File: src/rtl/riscv_fetch_stage_pkg.sv
`default_nettype none
// ============================================================================
//  Module   : riscv_fetch_stage_pkg
//  Purpose  : Shared constants for the instruction-fetch stage: datapath
//             width, the canonical NOP word and the default reset PC.
//  Revision : 1.0 - initial release
// ============================================================================
package riscv_fetch_stage_pkg;

  localparam int          XLEN_DEFAULT     = 32;
  localparam int          INSTR_W          = 32;
  // addi x0, x0, 0
  localparam logic [31:0] NOP_INSTR        = 32'h0000_0013;
  localparam logic [31:0] DEFAULT_RESET_PC = 32'h0000_0000;
  localparam int          PC_STEP          = 4;

endpackage : riscv_fetch_stage_pkg
`default_nettype wire

File: src/rtl/riscv_fetch_stage_fetch_queue.sv
`default_nettype none
// ============================================================================
//  Module   : riscv_fetch_stage_fetch_queue
//  Purpose  : Small synchronous FIFO of {pc, instruction} pairs between the
//             instruction-memory response port and decode.
//  Ports    : clk          - clock, rising edge
//             rst          - asynchronous active-low reset
//             i_push       - write {i_push_pc, i_push_instr}
//             i_pop        - remove head entry (ignored when empty)
//             i_flush      - discard all entries; wins over push/pop
//             o_count      - registered occupancy
//             o_head_pc    - PC of head entry
//             o_head_instr - instruction word of head entry
//  Revision : 1.0 - initial release
// ============================================================================
module riscv_fetch_stage_fetch_queue
  import riscv_fetch_stage_pkg::*;
#(
  parameter int DEPTH = 2,
  parameter int XLEN  = 32
) (
  input  logic                       clk,
  input  logic                       rst,
  input  logic                       i_push,
  input  logic [XLEN-1:0]            i_push_pc,
  input  logic [INSTR_W-1:0]         i_push_instr,
  input  logic                       i_pop,
  input  logic                       i_flush,
  output logic [$clog2(DEPTH):0]     o_count,
  output logic [XLEN-1:0]            o_head_pc,
  output logic [INSTR_W-1:0]         o_head_instr
);

  localparam int PW = $clog2(DEPTH);
  localparam int CW = PW + 1;

  logic [XLEN-1:0]    r_pc_mem    [DEPTH];
  logic [INSTR_W-1:0] r_instr_mem [DEPTH];
  logic [PW-1:0]      r_wr_ptr;
  logic [PW-1:0]      r_rd_ptr;
  logic [CW-1:0]      r_count;
  logic               w_pop;

  assign w_pop = i_pop & (r_count != '0);

  always_ff @(posedge clk or negedge rst) begin
    if (!rst) begin
      r_wr_ptr <= '0;
      r_rd_ptr <= '0;
      r_count  <= '0;
      for (int i = 0; i < DEPTH; i++) begin
        r_pc_mem[i]    <= '0;
        r_instr_mem[i] <= '0;
      end
    end else if (i_flush) begin
      r_wr_ptr <= '0;
      r_rd_ptr <= '0;
      r_count  <= '0;
    end else begin
      if (i_push) begin
        r_pc_mem[r_wr_ptr]    <= i_push_pc;
        r_instr_mem[r_wr_ptr] <= i_push_instr;
        r_wr_ptr              <= r_wr_ptr + PW'(1);
      end
      if (w_pop) begin
        r_rd_ptr <= r_rd_ptr + PW'(1);
      end
      r_count <= r_count + CW'(i_push) - CW'(w_pop);
    end
  end

  assign o_count      = r_count;
  assign o_head_pc    = r_pc_mem[r_rd_ptr];
  assign o_head_instr = r_instr_mem[r_rd_ptr];

  // The credit scheme upstream must never let a push land on a full queue.
  a_no_overflow : assert property (@(posedge clk) disable iff (!rst)
    !(i_push && !i_flush && !w_pop && (r_count == CW'(DEPTH))));

endmodule : riscv_fetch_stage_fetch_queue
`default_nettype wire

File: src/rtl/riscv_fetch_stage.sv
`default_nettype none
// ============================================================================
//  Module   : riscv_fetch_stage
//  Purpose  : Instruction-fetch stage. Owns the PC, issues word requests to
//             instruction memory, queues returned words with their PCs and
//             hands them to decode. A redirect flushes the queue and marks
//             every in-flight request as stale so its response is dropped.
//  Ports    : clk, rst                       - clock / async active-low reset
//             imem_req_valid/ready/addr      - fetch request channel
//             imem_rsp_valid/data            - in-order response, no stall
//             redirect_valid/pc              - restart fetch at new PC
//             if_valid/ready                 - decode handshake
//             current_pc, instruction        - presented entry
//  Revision : 1.0 - initial release
// ============================================================================
module riscv_fetch_stage
  import riscv_fetch_stage_pkg::*;
#(
  parameter int              XLEN        = XLEN_DEFAULT,
  parameter logic [XLEN-1:0] RESET_PC    = XLEN'(DEFAULT_RESET_PC),
  parameter int              QUEUE_DEPTH = 2
) (
  input  logic               clk,
  input  logic               rst,
  output logic               imem_req_valid,
  input  logic               imem_req_ready,
  output logic [XLEN-1:0]    imem_req_addr,
  input  logic               imem_rsp_valid,
  input  logic [INSTR_W-1:0] imem_rsp_data,
  input  logic               redirect_valid,
  input  logic [XLEN-1:0]    redirect_pc,
  output logic               if_valid,
  input  logic               if_ready,
  output logic [XLEN-1:0]    current_pc,
  output logic [INSTR_W-1:0] instruction
);

  localparam int CW = $clog2(QUEUE_DEPTH) + 1;

  logic [XLEN-1:0]    r_pc;
  logic [XLEN-1:0]    r_rsp_pc;
  logic [CW-1:0]      r_outstanding;
  logic [CW-1:0]      r_drop_cnt;
  logic               r_fetch_en;
  logic [XLEN-1:0]    r_last_pc;
  logic [INSTR_W-1:0] r_last_instr;

  logic [CW-1:0]      w_q_count;
  logic [XLEN-1:0]    w_head_pc;
  logic [INSTR_W-1:0] w_head_instr;
  logic               w_credit;
  logic               w_req_valid;
  logic               w_req_fire;
  logic               w_dropping;
  logic               w_rsp_drop;
  logic               w_push;
  logic               w_if_valid;
  logic               w_pop;
  logic [CW-1:0]      w_out_next;
  logic [XLEN-1:0]    w_redirect_pc;
  logic               w_unused;

  // Credit check uses registered occupancy only: a slot freed by a pop this
  // cycle becomes available for a new request next cycle.
  assign w_credit    = ({1'b0, w_q_count} + {1'b0, r_outstanding}) < (CW+1)'(QUEUE_DEPTH);
  // r_fetch_en keeps the request low until the first edge after reset release.
  assign w_req_valid = r_fetch_en & w_credit;
  assign w_req_fire  = w_req_valid & imem_req_ready;

  assign w_dropping  = (r_drop_cnt != '0);
  assign w_rsp_drop  = imem_rsp_valid & w_dropping;
  assign w_push      = imem_rsp_valid & ~w_dropping & ~redirect_valid;
  assign w_if_valid  = (w_q_count != '0);
  assign w_pop       = w_if_valid & if_ready & ~redirect_valid;

  assign w_out_next    = r_outstanding + CW'(w_req_fire) - CW'(imem_rsp_valid);
  assign w_redirect_pc = {redirect_pc[XLEN-1:2], 2'b00};
  assign w_unused      = ^redirect_pc[1:0];

  riscv_fetch_stage_fetch_queue #(
    .DEPTH (QUEUE_DEPTH),
    .XLEN  (XLEN)
  ) u_queue (
    .clk          (clk),
    .rst          (rst),
    .i_push       (w_push),
    .i_push_pc    (r_rsp_pc),
    .i_push_instr (imem_rsp_data),
    .i_pop        (w_pop),
    .i_flush      (redirect_valid),
    .o_count      (w_q_count),
    .o_head_pc    (w_head_pc),
    .o_head_instr (w_head_instr)
  );

  always_ff @(posedge clk or negedge rst) begin
    if (!rst) begin
      r_pc          <= RESET_PC;
      r_rsp_pc      <= RESET_PC;
      r_outstanding <= '0;
      r_drop_cnt    <= '0;
      r_fetch_en    <= 1'b0;
      r_last_pc     <= RESET_PC;
      r_last_instr  <= NOP_INSTR;
    end else begin
      r_fetch_en    <= 1'b1;
      r_outstanding <= w_out_next;
      if (redirect_valid) begin
        // Every request still in flight after this edge (including one that
        // fires now with the old PC) belongs to the abandoned path.
        r_pc       <= w_redirect_pc;
        r_rsp_pc   <= w_redirect_pc;
        r_drop_cnt <= w_out_next;
      end else begin
        if (w_req_fire) begin
          r_pc <= r_pc + XLEN'(PC_STEP);
        end
        if (w_push) begin
          r_rsp_pc <= r_rsp_pc + XLEN'(PC_STEP);
        end
        if (w_rsp_drop) begin
          r_drop_cnt <= r_drop_cnt - CW'(1);
        end
      end
      if (w_pop) begin
        r_last_pc    <= w_head_pc;
        r_last_instr <= w_head_instr;
      end
    end
  end

  assign imem_req_valid = w_req_valid;
  assign imem_req_addr  = r_pc;
  assign if_valid       = w_if_valid;
  // With the queue empty, decode keeps seeing the last consumed entry.
  assign current_pc     = w_if_valid ? w_head_pc    : r_last_pc;
  assign instruction    = w_if_valid ? w_head_instr : r_last_instr;

  a_rsp_expected : assert property (@(posedge clk) disable iff (!rst)
    imem_rsp_valid |-> (r_outstanding != '0));

endmodule : riscv_fetch_stage
`default_nettype wire

File: config.mk
export PLATFORM = sky130hd
export DESIGN_NAME = riscv_fetch_stage
export DESIGN_NICKNAME = d
export VERILOG_FILES = /design/src/rtl/riscv_fetch_stage_pkg.sv /design/src/rtl/riscv_fetch_stage_fetch_queue.sv /design/src/rtl/riscv_fetch_stage.sv
export SDC_FILE = /design/constraint.sdc
export NUM_CORES = 1
export LEC_CHECK = 0
export CORE_MARGIN = 5
export CORE_UTILIZATION = 50
export CTS_CLUSTER_DIAMETER = 40
export DETAILED_ROUTE_END_ITERATION = 10
export GPL_ROUTABILITY_DRIVEN = 0
export PLACE_DENSITY = 0.77
export SLEW_MARGIN = 5
export SYNTH_ARGS = -nofsm -noshare
export SYNTH_HDL_FRONTEND = slang
export SYNTH_SLANG_ARGS = --single-unit
export TNS_END_PERCENT = 20
File: constraint.sdc
create_clock -name clk -period 2.7 [get_ports clk]
set_clock_uncertainty 0.15 [all_clocks]
set_input_delay 0.54 -clock clk [delete_from_list [all_inputs] [get_ports clk]]
set_output_delay 0.54 -clock clk [all_outputs]
set_load 0.005 [all_outputs]
# Word-level counts from Yosys, hierarchy flattened
# Cells that the tools add are included.
[word_totals]
reg_bits = 265
input_bits = 70
output_inout_bits = 98
word_cells = 71
[op_classes]
addsub = 10
n_lt_le_gt_ge = 4
n_mux = 23
bitwise_logic = 12
n_reduce_logical = 8
[ops]
columns = ["op", "count"]
rows = [
  ["$mux 32", 13],
  ["$bwmux 64", 2],
  ["$add 32x3->32 const B", 2],
  ["$demux 32 s1", 1],
  ["$reduce_bool 2->1", 6],
  ["$and 1x1->1", 8],
  ["$mux 2", 3],
  ["$add 2x1->2", 2],
  ["$ge 2x2->1 const B", 2],
  ["$mux 1", 4],
  ["$not 1->2", 2],
  ["$sub 2x1->2", 2],
  ["$add 2x2->3", 1],
  ["$lt 3x2->1 const B", 1],
  ["$add 1x1->1 const B", 2],
  ["$lt 2x1->1 const B", 1],
  ["$not 1->1", 2],
  ["$reduce_and 2->1", 1],
  ["$sub 2x1->2 const B", 1],
  ["$logic_and 1x1->1", 1],
]

# Logic depth before layout (Yosys ltp)
# Gate-level depths: netlist of run 1.
[logic_depth]
word_depth = 7
ltp_mapped = 12

# By module
# A second synthesis of run 1 with hierarchy kept.
[unflattened]
cells_unflattened = 996
area_unflattened_um2 = 13111.3
[by_module_without_submodules]
columns = ["mod", "instances", "cells_each", "area_per_inst_um2", "seq_area_each_um2"]
rows = [
  ["riscv_fetch_stage", 1, 636, 7044.3, 3231.8],
  ["riscv_fetch_stage_fetch_queue", 1, 360, 6067.1, 3303.2],
]

# Least setup slack after synthesis of run 1
# OpenSTA, ideal clock, no wires.
[synth_timing]
kind = "register to register"
start = "register r_outstanding[0]"
end = "register r_pc[22] (netlist: imem_req_addr[22])"
setup_time_ns = 0.082
arrival_time_ns = 2.570
required_ns = 2.468
slack_ns = -0.102
path_stages_with_launch = 9
n_path_buf = 1
period_less_slack_ns = 2.802
path_cell_list = "dfrtp_1 -> and2_1 -> fa_1 -> and4bb_2 -> inv_2 -> or4_4 -> buf_6 -> or4_1 -> a31oi_1"
[synth_between]
elab_chain_len = 5
[synth_lines]
columns = ["item", "line", "source"]
rows = [
  ["start: declaration", "riscv_fetch_stage.sv:42", "logic [CW-1:0] r_outstanding;"],
  ["start signal: assignment", "riscv_fetch_stage.sv:107", "r_outstanding <= w_out_next;"],
  ["$add 2x2->3", "riscv_fetch_stage.sv:65", "assign w_credit = ({1'b0, w_q_count} + {1'b0, r_outstanding}) < (CW+1)'(QUEUE_DEPTH);"],
  ["$lt 3x2->1", "riscv_fetch_stage.sv:65", ""],
  ["$and 1x1->1", "riscv_fetch_stage.sv:67", "assign w_req_valid = r_fetch_en & w_credit;"],
  ["$and 1x1->1", "riscv_fetch_stage.sv:68", "assign w_req_fire = w_req_valid & imem_req_ready;"],
  ["$reduce_bool 2->1 (no line)", "n/a", ""],
  ["end signal: assignment", "riscv_fetch_stage.sv:111", "r_pc <= w_redirect_pc;"],
  ["end signal: assignment", "riscv_fetch_stage.sv:116", "r_pc <= r_pc + XLEN'(PC_STEP);"],
  ["end: declaration", "riscv_fetch_stage.sv:40", "logic [XLEN-1:0] r_pc;"],
]
# Every way passes these cells.
# A chain may end at the register's enable or synchronous reset.

# Final worst setup path of run 1
[layout_timing]
start = "register u_queue.r_count[1] (netlist: u_queue.o_count[1])"
end = "output port imem_req_valid"
[layout_between]
elab_chain_len = 3
[layout_lines]
columns = ["item", "line", "source"]
rows = [
  ["start: declaration", "riscv_fetch_stage_fetch_queue.sv:41", "logic [CW-1:0] r_count;"],
  ["start signal: assignment", "riscv_fetch_stage_fetch_queue.sv:68", "r_count <= r_count + CW'(i_push) - CW'(w_pop);"],
  ["$add 2x2->3", "riscv_fetch_stage.sv:65", ""],
  ["$lt 3x2->1", "riscv_fetch_stage.sv:65", ""],
  ["$and 1x1->1", "riscv_fetch_stage.sv:67", ""],
  ["end: declaration", "riscv_fetch_stage.sv:25", "output logic imem_req_valid,"],
]
# Every way passes these cells.

==> results.py, run 1 <==
metrics = {
    "status": {
        "outcome": "finished, violations left",
        "failed_checks": "negative setup slack",
    },
    "placement": {
        "dp_cells": 1563,
        "port_buffers": 161,
        "dp_slack_ps": -118,
        "dpl_cell_area_mm2": 0.0143,
        "dp_hpwl_mm": 19.6,
    },
    "clock_network": {
        "tritoncts": "done",
        "cts_max_path_buffers": 3,
        "htree_levels": 2,
        "cts_root_buffer": "clkbuf_16",
        "clock_latency_ps": 510,
        "clock-sinks": 255,
        "clk_pin_slew_ps": 60,
        "cts_buffers": 36,
    },
    "floorplanning": {
        "die_h_um": 166,
        "die_w_um": 166,
        "fp.dieArea_mm2": 0.0274,
        "initial_core_util": 0.502,
        "row_count": 57,
        "coreArea_mm2": 0.0241,
        "io_pins": 168,
    },
    "worst_setup_path": {
        "worstSetupPathType": "register to output port",
        "arrival_ps": 2170,
        "r2r_start": "u_queue.o_count[1]",
        "crit_fanout": 2,
        "rr_worst_depth": 7,
        "cp.required_ps": 2010,
        "end_kind": "output port",
        "critPathLaunchType": "register",
        "r2r_end": "imem_req_addr[24]",
        "rrSetupSlack_ps": -90,
    },
    "synthesis": {
        "synthAdderAreaFrac": 0.00889,
        "muxShareOfSynthArea": 0.184,
        "synth-seq-cells": 255,
        "synth_compound_area_frac": 0.0966,
        "synth-simple-area-share": 0.133,
        "synth_top_family_by_area": "multiplexers",
        "async_reset_ff_frac": 1.00,
        "ys_types": 51,
        "synthTopCellsByArea": "dfrtp_1 52%, mux2_2 13%, mux2i_1 5.2%",
        "synthFlopType": "dfrtp_1",
        "synthCells": 1110,
        "synth_edf_count": 0,
        "yosys.area.top_type": "dfrtp_1",
        "avgSynthCellArea_um2": 10.9,
        "synth-seq-area-share": 0.528,
        "yosys_warnings": 0,
        "synth-xor-area-share": 0.0188,
        "synth_top_area_frac": 0.521,
        "syn-cell-area_mm2": 0.0121,
    },
    "global_route": {
        "met2_usage": 0.367,
        "gr-total-overflow": 0,
        "grt.met3_usage": 0.0427,
        "antenna_found_initial": 0,
        "grt_pass1_vias": 9768,
        "grtUsageMet1": 0.320,
        "grt_max_degree": 125,
        "grt_first_pass_wirelength_mm": 50.1,
        "grt-busiest-layer": "met2",
        "grt_use_total": 0.228,
    },
    "route": {
        "vias": 9505,
        "wl_per_cell_um": 19.1,
        "drtIter0Drc": 720,
        "via_per_inst": 5.76,
        "antenna_left": 0,
        "routed_wl_mm": 31.6,
        "drcViolationCount": 0,
        "drt_first_pass_iters": 5,
    },
    "timing": {
        "rsz0062_at_grt": "true",
        "fmax_mhz": 350,
        "min_period_ps": 2860,
        "relSlewSlack": 0.634,
        "final_max_slew_viol_count": 0,
        "worst_slack_ps": -160,
        "hold_viol": 0,
        "setup_viol": 22,
        "setup_tns_ps": -662,
        "finalCritPeriodShare": 1.06,
        "tightest_slew_ps": 549,
    },
    "min_path": {
        "min_to": "r_last_instr[31]",
        "hp-class": "register to register",
        "hp-start": "r_last_instr[31]",
        "hold-path-cell-count": 2,
    },
    "cells_and_area": {
        "instances_no_fill": 1649,
        "drive_gt1_frac": 0.321,
        "final_nets": 1376,
        "stdcell_area_mm2": 0.0161,
        "antennaDiodeCount": 0,
        "areaGrowthSynthToFinish_pct": 33.1,
    },
    "pwr": {
        "vdd_drop_max_mv": 0.451,
        "power_density_mw_per_mm2": 1100,
        "power.leakage_nw": 6.86,
    },
    "job": {
        "maxCapViolations": 0,
    },
}
worst max-delay path, cell delays in order (launching register included):
cell     delay [ps]
dfrtp_1         400
buf_6           120
fa_1            470
or3b_4          410
buf_6           140
inv_4            40
buf_6            80
cell type report:
cell class | count | area (µm²)
Fill cell | 1799 | 8000
Sequential cell | 255 | 6390
Multi-Input combinational cell | 771 | 5890
Timing Repair Buffer | 220 | 2090
Clock buffer | 40 | 947
Tap cell | 324 | 405
Clock inverter | 25 | 329
Inverter | 14 | 55.1
layout by cell type, fill, tap and decap left out, drive strengths merged, types with 8 or more instances in the layout:
cell type	Yosys	final
nor2	95	95
and4	20	20
nand3	21	21
clkinv	0	8
buf	17	101
o31ai	10	10
clkdlybuf4s50	0	96
xor2	12	12
o21ai	69	69
a211oi	10	10
clkdlybuf4s15	0	8
clkbuf	58	53
xnor2	14	14
nand4	23	23
nand2	90	90
mux2i	63	63
inv	14	23
a31oi	16	16
nor4	10	10
dfrtp	252	252
or4	14	15
mux2	142	142
a21oi	73	73
nor3	15	15
state kept, by name, summed over array words and instances (netlist names):
name	cells
r_fetch_en	1
r_drop_cnt	2
u_queue.o_count	2
u_queue.r_pc_mem	60
imem_req_addr	30
u_queue.r_instr_mem	64
r_rsp_pc	30
u_queue.r_wr_ptr	1
r_outstanding	2
r_last_instr	32
u_queue.r_rd_ptr	1
r_last_pc	30
how the worst max path moves through the flow:
stage,depth (start not counted),from,slack [ps],endpoint
floorplan,6,r_outstanding[0],-60,imem_req_addr[29]
global route,6,u_queue.o_count[1],-210,imem_req_valid
detailed placement,6,r_outstanding[0],-120,imem_req_addr[29]
CTS,6,u_queue.o_count[0],-160,imem_req_valid
finish,6,u_queue.o_count[1],-160,imem_req_valid
global placement,6,r_outstanding[0],-100,imem_req_addr[29]
cell families after synthesis:
family	after synthesis
fa+ha+maj	8
other cells	2
compound gates	201
flops	255
buf+inv	89
xor+xnor	26
simple gates	324
mux	205
cells in the mapped netlist, drive strengths merged, types with 2 or more instances:
cell / number
a211oi: 10
a21oi: 73
a311oi: 3
a31o: 2
a31oi: 16
and2: 7
and3: 5
and4: 20
buf: 17
clkbuf: 58
conb: 2
dfrtp: 252
dfstp: 3
ha: 7
inv: 14
mux2: 142
mux2i: 63
nand2: 90
nand2b: 4
nand3: 21
nand4: 23
nor2: 95
nor2b: 7
nor3: 15
nor3b: 2
nor4: 10
o21ai: 69
o22ai: 2
o311a: 7
o31a: 5
o31ai: 10
or2: 4
or3: 3
or4: 14
xnor2: 14
xor2: 12
repair_timing:
| item | 4_1_cts | 5_1_grt |
|---|---|---|
| pin swaps | 8 | 14 |
| buffers inserted | 12 | 3 |
| endpoints found under the hold margin | 66 | 0 |
| setup endpoints to repair | 71 | 70 |
| gates resized for setup | 268 | 103 |
| cloned | 7 | 1 |
| hold buffers | 1 | 0 |
routing by layer:
| metal | wire length [µm] | vias to the layer above |
|---|---|---|
| met5 | 0 | - |
| met4 | 628 | 0 |
| met3 | 2000 | 60 |
| met2 | 15000 | 339 |
| met1 | 14000 | 4728 |
| li1 | - | 4378 |
where the power goes:
group | switching [mW] | internal [mW]
Combinational | 3.13 | 3.28
Sequential | 1.00 | 5.31
Clock | 1.78 | 3.15
through the flow:
stage | util | power (mW) | hold WS (ps)
after floorplan | - | 9.23 | 94.4
after global placement | 0.593 | 11.9 | 312
after detailed placement | 0.593 | 12.1 | 321
after CTS | 0.663 | 17.5 | 333
after global routing | 0.668 | 18.7 | 351
final | 0.668 | 17.7 | 327
Note: power is estimated with default switching activity, not from simulation.
==> run 2, diff against run 1 <==
--- a/config.mk
+++ b/config.mk
@@ -9,7 +9,6 @@
 export CORE_UTILIZATION = 50
 export CTS_CLUSTER_DIAMETER = 40
 export DETAILED_ROUTE_END_ITERATION = 10
-export GPL_ROUTABILITY_DRIVEN = 0
 export PLACE_DENSITY = 0.77
 export SLEW_MARGIN = 5
 export SYNTH_ARGS = -nofsm -noshare
==> results of run 2 <==
Final layout, timing and power as in run 1 (identical DEF).
